$ cat src/rtl/irda_fir_pkg.sv
// irda_fir_pkg: shared state encoding, FIR chip patterns and 4PPM dibit lookup.
package irda_fir_pkg;
    typedef enum logic [2:0] {
        ST_IDLE,
        ST_PREAMBLE,
        ST_START_FLAG,
        ST_DATA,
        ST_STOP_FLAG
    } fir_state_e;

    localparam logic [15:0] FIR_PREAMBLE_SYM = 16'b1000_0000_1010_1000;
    localparam logic [31:0] FIR_START_FLAG   = 32'b0000_1100_0000_1100_0110_0000_0110_0000;
    localparam logic [31:0] FIR_STOP_FLAG    = 32'b0000_1100_0000_1100_0000_0110_0000_0110;

    // One-hot chip position, MSB emitted first: 00->1000 ... 11->0001.
    function automatic logic [3:0] ppm4_enc(input logic [1:0] dibit);
        return 4'b1000 >> dibit;
    endfunction
endpackage

$ cat src/rtl/irda_fir_4ppm_tx_if.sv
// irda_fir_4ppm_tx_if: byte stream from the transmit FIFO into the FIR framer.
interface irda_fir_4ppm_tx_if;
    logic [7:0] data_i;
    logic       data_valid;
    logic       data_last;
    logic       data_ready;

    modport master (output data_i, data_valid, data_last, input data_ready);
    modport slave  (input data_i, data_valid, data_last, output data_ready);
endinterface

$ cat src/rtl/irda_4ppm_sym_enc.sv
// irda_4ppm_sym_enc: combinational 4PPM encoder, one dibit to a 4-chip group.
module irda_4ppm_sym_enc
    import irda_fir_pkg::*;
(
    input  logic [1:0] dibit,
    output logic [3:0] chips
);
    always_comb chips = ppm4_enc(dibit);
endmodule

$ cat src/rtl/irda_fir_4ppm_tx.sv
// irda_fir_4ppm_tx: FIR 4PPM framer emitting preamble, start flag, data and stop flag
// one chip per fir_tx8_enable strobe.
module irda_fir_4ppm_tx
    import irda_fir_pkg::*;
#(
    parameter int PREAMBLE_REPS = 16
) (
    input  logic                     clk,
    input  logic                     wb_rst_n,
    input  logic                     fir_mode,
    input  logic                     fir_tx8_enable,
    input  logic                     start,
    irda_fir_4ppm_tx_if.slave        bus,
    output logic                     tx_o,
    output logic                     busy,
    output logic                     underrun
);
    fir_state_e state_q, state_d;
    logic [4:0] chip_q, chip_d;
    logic [7:0] rep_q, rep_d;
    logic [7:0] byte_q, byte_d;
    logic       last_q, last_d;
    logic       pend_q, pend_d;
    logic       tx_q, tx_d;
    logic       need;
    logic [1:0] dibit;
    logic [3:0] sym;

    irda_4ppm_sym_enc u_enc (.dibit(dibit), .chips(sym));

    assign tx_o = tx_q;
    assign busy = (state_q != ST_IDLE) | pend_q;

    always_comb begin
        state_d        = state_q;
        chip_d         = chip_q;
        rep_d          = rep_q;
        byte_d         = byte_q;
        last_d         = last_q;
        pend_d         = pend_q;
        tx_d           = tx_q;
        need           = (state_q == ST_DATA) && (chip_q[3:0] == 4'd0);
        bus.data_ready = fir_mode & fir_tx8_enable & need;
        underrun       = bus.data_ready & ~bus.data_valid;
        // First chip of a byte comes straight from the incoming byte, not the latch.
        dibit          = need ? bus.data_i[1:0] : byte_q[{chip_q[3:2], 1'b0} +: 2];
        if (!fir_mode) begin
            state_d = ST_IDLE;
            chip_d  = '0;
            rep_d   = '0;
            pend_d  = 1'b0;
            tx_d    = 1'b0;
        end else begin
            if (state_q == ST_IDLE && start) pend_d = 1'b1;
            if (fir_tx8_enable) begin
                case (state_q)
                    ST_IDLE: begin
                        tx_d = pend_q ? FIR_PREAMBLE_SYM[15] : 1'b0;
                        if (pend_q) begin
                            state_d = ST_PREAMBLE;
                            chip_d  = 5'd1;
                            rep_d   = '0;
                            pend_d  = 1'b0;
                        end
                    end
                    ST_PREAMBLE: begin
                        tx_d   = FIR_PREAMBLE_SYM[4'd15 - chip_q[3:0]];
                        chip_d = {1'b0, chip_q[3:0] + 4'd1};
                        if (chip_q[3:0] == 4'd15) begin
                            rep_d = rep_q + 8'd1;
                            if (rep_q == 8'(PREAMBLE_REPS - 1)) begin
                                state_d = ST_START_FLAG;
                                rep_d   = '0;
                            end
                        end
                    end
                    ST_START_FLAG: begin
                        tx_d   = FIR_START_FLAG[5'd31 - chip_q];
                        chip_d = chip_q + 5'd1;
                        if (chip_q == 5'd31) state_d = ST_DATA;
                    end
                    ST_DATA: begin
                        if (need && !bus.data_valid) begin
                            state_d = ST_STOP_FLAG;
                            chip_d  = '0;
                            tx_d    = 1'b0;
                        end else begin
                            tx_d   = sym[2'd3 - chip_q[1:0]];
                            chip_d = {1'b0, chip_q[3:0] + 4'd1};
                            if (need) begin
                                byte_d = bus.data_i;
                                last_d = bus.data_last;
                            end
                            if (chip_q[3:0] == 4'd15 && last_q) state_d = ST_STOP_FLAG;
                        end
                    end
                    ST_STOP_FLAG: begin
                        tx_d   = FIR_STOP_FLAG[5'd31 - chip_q];
                        chip_d = chip_q + 5'd1;
                        if (chip_q == 5'd31) state_d = ST_IDLE;
                    end
                    default: state_d = ST_IDLE;
                endcase
            end
        end
    end

    always_ff @(posedge clk or negedge wb_rst_n) begin
        if (!wb_rst_n) begin
            state_q <= ST_IDLE;
            chip_q  <= '0;
            rep_q   <= '0;
            byte_q  <= '0;
            last_q  <= 1'b0;
            pend_q  <= 1'b0;
            tx_q    <= 1'b0;
        end else begin
            state_q <= state_d;
            chip_q  <= chip_d;
            rep_q   <= rep_d;
            byte_q  <= byte_d;
            last_q  <= last_d;
            pend_q  <= pend_d;
            tx_q    <= tx_d;
        end
    end
endmodule

$ cat src/flat_wrapper.sv
// flat-port wrapper written by rule: the top's interface ports become plain ports
module irda_fir_4ppm_tx_flat import irda_fir_pkg::*;
#(
    parameter int PREAMBLE_REPS = 16
)
  (clk, wb_rst_n, fir_mode, fir_tx8_enable, start, tx_o, busy, underrun, bus_data_i, bus_data_valid, bus_data_last, bus_data_ready);
  irda_fir_4ppm_tx_if bus_i ();
  input  logic clk;
  input  logic wb_rst_n;
  input  logic fir_mode;
  input  logic fir_tx8_enable;
  input  logic start;
  output logic tx_o;
  output logic busy;
  output logic underrun;
  input wire logic [$bits(bus_i.data_i)-1:0] bus_data_i;
  input wire logic [$bits(bus_i.data_valid)-1:0] bus_data_valid;
  input wire logic [$bits(bus_i.data_last)-1:0] bus_data_last;
  output wire logic [$bits(bus_i.data_ready)-1:0] bus_data_ready;
  assign bus_i.data_i = bus_data_i;
  assign bus_i.data_valid = bus_data_valid;
  assign bus_i.data_last = bus_data_last;
  assign bus_data_ready = bus_i.data_ready;
  irda_fir_4ppm_tx #(.PREAMBLE_REPS(PREAMBLE_REPS)) u_core (.clk(clk), .wb_rst_n(wb_rst_n), .fir_mode(fir_mode), .fir_tx8_enable(fir_tx8_enable), .start(start), .bus(bus_i), .tx_o(tx_o), .busy(busy), .underrun(underrun));
endmodule
$ cat config.mk
export PLATFORM = sky130hd
export DESIGN_NAME = irda_fir_4ppm_tx_flat
export DESIGN_NICKNAME = d
export VERILOG_FILES = /design/src/rtl/irda_fir_pkg.sv /design/src/rtl/irda_fir_4ppm_tx_if.sv /design/src/rtl/irda_4ppm_sym_enc.sv /design/src/rtl/irda_fir_4ppm_tx.sv /design/src/flat_wrapper.sv
export SDC_FILE = /design/constraint.sdc
export NUM_CORES = 1
export LEC_CHECK = 0
export CAP_MARGIN = 20
export CORE_MARGIN = 10
export CORE_UTILIZATION = 30
export CTS_BUF_LIST = sky130_fd_sc_hd__clkbuf_2 sky130_fd_sc_hd__clkbuf_4 sky130_fd_sc_hd__clkbuf_8
export DETAILED_ROUTE_END_ITERATION = 7
export PLACE_DENSITY = 0.45
export SLEW_MARGIN = 20
export SYNTH_ARGS = -nofsm -noshare
export SYNTH_HDL_FRONTEND = slang
export SYNTH_HIERARCHICAL = 1
export SYNTH_SLANG_ARGS = --single-unit
$ cat constraint.sdc
create_clock -name clk -period 3.5 [get_ports clk]
set_clock_uncertainty 0.05 [all_clocks]
set_input_delay 0.7 -clock clk [delete_from_list [all_inputs] [get_ports clk]]
set_output_delay 0.7 -clock clk [all_outputs]
set_load 0.01 [all_outputs]
==> results of run 1 <==
[per-stage QoR]
step	util, %	worst slack, ns	std cells
after floorplan	-	0.763	190
after global placement	35.7	0.676	279
after detailed placement	35.7	0.688	279
after CTS	36.5	0.687	283
after global routing	36.5	0.553	283
final	36.5	0.713	283
[power breakdown]
part | internal (mW) | total (mW) | leakage (nW) | switching [mW]
Combinational | 0.122 | 0.305 | 0.505 | 0.182
Sequential | 0.330 | 0.349 | 0.371 | 0.0193
Clock | 0.0810 | 0.193 | 0.0217 | 0.112
[state kept, by name (all words and copies together) (netlist names)]
name / flops
u_core/byte_q: 8
u_core/chip_q: 5
u_core/state_q: 3
u_core/tx_o: 1
u_core/rep_q: 8
u_core/last_q: 1
u_core/pend_q: 1
[final cells by class]
type / instances / area, um2 / area share, %
inverters: 10 / 37.5 / 1.73
multi-input cells: 142 / 1080 / 49.9
flip-flops and latches: 27 / 676 / 31.1
clock buffers: 3 / 41.3 / 1.90
clock inverters: 1 / 7.51 / 0.346
well taps: 75 / 93.8 / 4.32
repair buffers: 25 / 233 / 10.7
[cells in the final DEF, fill, tap and decap left out, drive strengths merged, types with 4 or more instances in the layout]
master         count
nor3               6
nand3             15
clkdlybuf4s50     18
nand2             13
a21oi              6
mux2              11
a31oi              5
buf                7
o21ai              7
inv               10
nor2              10
ha                 4
a32o               4
dfrtp             27
[synth_stat cells, types with 2 or more instances]
cell type  instances  area (um2)
dfrtp_1           27         676
nand2_1           13        48.8
nand3_1           13        65.1
inv_1             10        37.5
nor2_1            10        37.5
mux2_4             9         135
a21oi_1            6        30.0
nor3_1             6        30.0
a31oi_1            5        31.3
buf_2              5        25.0
a32o_1             4        40.0
ha_1               4        50.1
o21ai_1            4        20.0
a21o_1             3        22.5
mux4_2             3        67.6
nand4_1            3        18.8
nor2b_1            3        18.8
o211ai_1           3        22.5
o21ai_0            3        15.0
o2bb2ai_1          3        26.3
or3_1              3        18.8
a22o_1             2        17.5
and3_1             2        12.5
buf_4              2        15.0
clkbuf_1           2        7.51
mux2_2             2        22.5
nand3_2            2        20.0
nor4_1             2        12.5
nor4b_1            2        17.5
o2111ai_1          2        17.5
o311ai_1           2        17.5
o31a_1             2        17.5
[metal layers]
| layer | routed length, um | up-vias |
|---|---|---|
| met5 | 0 | - |
| met4 | 17 | 0 |
| met1 | 2330 | 802 |
| met3 | 95 | 2 |
| li1 | - | 767 |
| met2 | 2360 | 23 |
[how the worst max path moves through the flow]
| stage | startpoint | end | cells past startpoint |
|---|---|---|---|
| after floorplan | u_core/chip_q[2]$_DFFE_PN0P_ | u_core/tx_o$_DFFE_PN0P_ | 8 |
| after global placement | fir_tx8_enable | underrun | 4 |
| after detailed placement | fir_tx8_enable | underrun | 4 |
| after CTS | fir_mode | underrun | 4 |
| after global routing | u_core/chip_q[2]$_DFFE_PN0P_ | underrun | 5 |
| final | fir_mode | underrun | 4 |
[cells by family after synthesis]
group | count (synthesis) | synth area share, %
adders and majority gates | 4 | 2.70
AOI/OAI and AO/OA | 53 | 22.1
muxes | 14 | 12.2
DFF | 27 | 36.5
buffers and inverters | 21 | 5.06
and+or+nand+nor | 71 | 21.5
[critical path, stage by stage]
cell	delay [ns]
clkdlybuf4s50_1	0.49
nand2_1	0.12
nor3_1	0.15
clkdlybuf4s50_1	0.57
==> impl_metrics.tcl, run 1 <==
set metrics [dict create \
    synth_edf_count 0 \
    cts_setup_buffers 0 \
    startpoint_type "input pin" \
    die_area_um2 9720 \
    cts_buffers 3 \
    crit_required_ns 2.75 \
    drtIter0Drc 102 \
    r2r_end "u_core/tx_o$_DFFE_PN0P_" \
    clk_latency_ns 0.28 \
    rsz0062_at_grt "no" \
    layout.nets 228 \
    grt_pass1_wl_um 8110 \
    die_w_um 98.6 \
    syn-num-nets 209 \
    synth_area_per_cell_um2 9.75 \
    power.leakage_nw 0.898 \
    yosysWarnings 6 \
    num_vias 1594 \
    synth_area_um2 1850 \
    n_antenna_cell 0 \
    setup_tns_ns 0 \
    num_rows 28 \
    drive_above_1_share_pct 15.9 \
    hpwl_um 3540 \
    grt_max_degree 28 \
    synthToLayoutAreaGrowth_pct 17.2 \
    placed_area_um2 2120 \
    cts-htree-levels 1 \
    hold_slack_ns 0.474 \
    reg2reg_from "u_core/chip_q[0]$_DFFE_PN0P_" \
    worstMarginPinSlew_ns 0.702 \
    cts_tree "built" \
    grt_use_met3_pct 1.40 \
    power_density_nw_per_um2 390 \
    drv_slew 0 \
    cts-root-buf "clkbuf_8" \
    min_path_type "reg2reg" \
    start_util_pct 31.1 \
    ys_ff_latch 27 \
    yosysUniqueCellTypes 60 \
    gp_congestion 0.847 \
    setup_viol 0 \
    ys.flop_type "dfrtp_1" \
    cts.sinks 27 \
    core_area_um2 5960 \
    dieHeight_um 98.6 \
    met2_usage_pct 15.8 \
    min_to "u_core/byte_q[3]$_DFFE_PN0P_" \
    ys_seq_area_share_pct 36.5 \
    async_flop_share_pct 100 \
    io_pins 19 \
    drt_drc_violations_left 0 \
    antenna_left 0 \
    end_kind "primary output" \
    status "complete, no violations" \
    ctsHoldBuffers 0 \
    antenna_found_initial 0 \
    cts_resized 0 \
    fmax_mhz 359 \
    netlist_instances 190 \
    hp-start "u_core/byte_q[3]$_DFFE_PN0P_" \
    clkSlewWorstSetupHoldPaths_ns 0.11 \
    portBuffers 18 \
    drt-total-wl_um 4800 \
    grt_pass1_vias 1590 \
    period_needed_ns 2.79 \
    reg2reg_slack_ns 0.84 \
    routedWlPerCell_um 17.0 \
    fin_crit_sh_pct 79.6 \
    criticalPathCategory "in2out" \
    fillers 641 \
    max_cap_viol_count 0 \
    hold_viol 0 \
    overflow 0 \
    cp.arrival_ns 2.04 \
    holdPathStages 1 \
    drtPass1Iterations 4 \
    peakVddDrop_v 0.000139 \
    cts_buffer_depth 2 \
    grt_use_total_pct 9.73 \
    maxSlewHeadroom_pct 52.6 \
    cp_max_fo 3 \
    drt-vias-per-instance 5.63 \
    grt_util_met1_pct 13.2 \
    grt_busiest_layer "met2" \
    fin_area_um2 2170 \
    r2r_cells 9 \
    power_mw 0.846 \
]
No activity file was read; power rests on OpenSTA's default activity.
==> run 2: changes to the inputs <==
--- a/config.mk
+++ b/config.mk
@@ -10,7 +10,7 @@
 export CORE_UTILIZATION = 30
 export CTS_BUF_LIST = sky130_fd_sc_hd__clkbuf_2 sky130_fd_sc_hd__clkbuf_4 sky130_fd_sc_hd__clkbuf_8
 export DETAILED_ROUTE_END_ITERATION = 7
-export PLACE_DENSITY = 0.45
+export PLACE_DENSITY = 0.46
 export SLEW_MARGIN = 20
 export SYNTH_ARGS = -nofsm -noshare
 export SYNTH_HDL_FRONTEND = slang
==> constraint.sdc (replaced) <==
create_clock -name clk -period 2.5 [get_ports clk]
set_clock_uncertainty 0.05 [all_clocks]
set_input_delay 0.5 -clock clk [delete_from_list [all_inputs] [get_ports clk]]
set_output_delay 0.5 -clock clk [all_outputs]
set_load 0.01 [all_outputs]
==> run 2 against run 1 <==
- critical path depth up 4
- setup slack got worse by 0.66 ns
- utilization grew 2.9 points
- worst hold slack lost 0.0038 ns
- register-to-register slack lost 0.79 ns
- first-iteration DRC count rose by 23%
==> impl_metrics.tcl, run 2 (synthesis gave the netlist of run 1 again) <==
set metrics [dict create \
    drtPass1Iterations 4 \
    fin_crit_sh_pct 97.9 \
    power_switching_mw 0.444 \
    maxSlewHeadroom_pct 60.7 \
    hp-start "u_core/byte_q[1]$_DFFE_PN0P_" \
    intPower_mw 0.803 \
    n_antenna_cell 0 \
    die_w_um 98.6 \
    instances_no_fill 302 \
    antenna_left 0 \
    clk_latency_ns 0.28 \
    criticalPathCategory "reg2reg" \
    grt_pass1_wl_um 8600 \
    reg_top3 "u_core/byte_q x8, u_core/rep_q x8, u_core/chip_q x5" \
    drtIter0Drc 125 \
    portBuffers 18 \
    setup_viol 0 \
    io_pins 19 \
    die_area_um2 9720 \
    layout_common_cells "27 x dfrtp_1, 24 x buf_4, 16 x clkdlybuf4s50_1, 13 x nand2_1, 12 x nand3_1" \
    startpoint_type "register" \
    cp.arrival_ns 2.57 \
    p_seq_share_pct 38.4 \
    hold_viol 0 \
    dieHeight_um 98.6 \
    cts-htree-levels 1 \
    reg2reg_from "u_core/chip_q[2]$_DFFE_PN0P_" \
    peakVddDrop_v 0.000244 \
    power_density_nw_per_um2 532 \
    placed_cells 295 \
    grt_max_degree 28 \
    layout.nets 247 \
    grt_pass1_vias 1716 \
    gp_congestion 0.848 \
    drt-vias-per-instance 5.54 \
    drv_slew 0 \
    num_rows 28 \
    drt-total-wl_um 4970 \
    crit_required_ns 2.62 \
    layout_commonest_cell "dfrtp_1" \
    end_kind "register" \
    cts_buffers 3 \
    cts-root-buf "clkbuf_8" \
    cts_buffer_depth 2 \
    hpwl_um 3770 \
    cts_tree "built" \
    reg2reg_slack_ns 0.05 \
    num_vias 1672 \
    rsz0062_at_grt "yes" \
    drive_above_1_share_pct 24.7 \
    crit_start "u_core/chip_q[2]$_DFFE_PN0P_" \
    fin_area_um2 2350 \
    power.share.clock_pct 21.0 \
    cp_max_fo 3 \
    ctsHoldBuffers 0 \
    min_path_type "reg2reg" \
    power_frac_comb_pct 40.6 \
    status "complete, no violations" \
    max_cap_viol_count 0 \
    synthToLayoutAreaGrowth_pct 26.6 \
    grt_use_total_pct 10.4 \
    placed_area_um2 2250 \
    antenna_found_initial 0 \
    power.leakage_nw 1.03 \
    period_needed_ns 2.45 \
    fmax_mhz 409 \
    start_util_pct 31.1 \
    worstMarginPinSlew_ns 0.589 \
    swShare_pct 35.6 \
    drt_drc_violations_left 0 \
    routedWlPerCell_um 16.5 \
    overflow 0 \
    core_area_um2 5960 \
    cts.sinks 27 \
    clkSlewWorstSetupHoldPaths_ns 0.10 \
]
[run 2: changes by cell type in the layout (fill, tap and decap cells not counted), sizes merged]
| cell | before | now |
|---|---|---|
| clkinv | 0 | 1 |
| clkinvlp | 1 | 0 |
| clkdlybuf4s50 | 18 | 16 |
| dlymetal6s2s | 0 | 1 |
| buf | 7 | 26 |
| dlygate4sd2 | 0 | 1 |
[run 2: layout make-up]
type | instances | area (um2)
fill | 608 | 3610
inverter | 10 | 37.5
multi-input combinational | 142 | 1110
sequential | 27 | 676
clock inverter | 1 | 5.00
timing repair buffer | 44 | 384
tap | 75 | 93.8
clock buffer | 3 | 41.3
[run 2: routing by layer]
layer,GRT usage [%],vias up,part of all wire [%]
met5,0,-,0
met4,2.09,0,0.86
met3,2.03,4,3.4
met2,18.1,33,49
met1,12.9,827,46
li1,-,808,-
[run 2: path summary, 6_finish.rpt]
kind / end / depth (start not counted)
min in group asynchronous: u_core/byte_q[2]$_DFFE_PN0P_ / 2
max reg2reg: u_core/tx_o$_DFFE_PN0P_ / 8
min: u_core/byte_q[1]$_DFFE_PN0P_ / 1
min reg2reg: u_core/byte_q[1]$_DFFE_PN0P_ / 1
max in group asynchronous: u_core/tx_o$_DFFE_PN0P_ / 2
max: u_core/tx_o$_DFFE_PN0P_ / 8
[run 2: critical path, stage by stage (launching register included)]
cell and delay (ns):
dfrtp_1 0.41, buf_6 0.12, mux4_2 0.48, mux2_4 0.28, and2b_2 0.19, mux4_2 0.46, nand3_2 0.07, nand2_1 0.05
o31a_1 0.23
[run 2: power by group through the flow]
| stage | sequential, mW | clock (mW) | combinational, mW |
|---|---|---|---|
| 4_1_cts | 0.480 | 0.271 | 0.504 |
| 3_3_place_gp | 0.488 | 0 | 0.493 |
| 5_1_grt | 0.482 | 0.290 | 0.555 |
| 6_report | 0.479 | 0.262 | 0.506 |
| 3_5_place_dp | 0.488 | 0 | 0.501 |
| 2_1_floorplan | 0.493 | 0 | 0.290 |
[run 2: what timing repair did]
action	4_1_cts	5_1_grt
buffers inserted	2	1
endpoints found under the setup margin	2	3
resized for setup	1	8
pin swaps	0	1
hold endpoints to repair	0	0
[run 2: per-stage QoR]
step           setup slack [ns]  util, %  power [mW]  hold WS (ns)  TNS [ns]
4_1_cts                 0.00943     38.8        1.26         0.471         0
2_1_floorplan           0.00130        -       0.782         0.154         0
3_5_place_dp           -0.00508     37.8       0.989         0.441  -0.00508
5_1_grt                 -0.0340     39.4        1.33         0.495   -0.0340
3_3_place_gp             0.0278     37.8       0.982         0.443         0
6_report                 0.0530     39.4        1.25         0.470         0
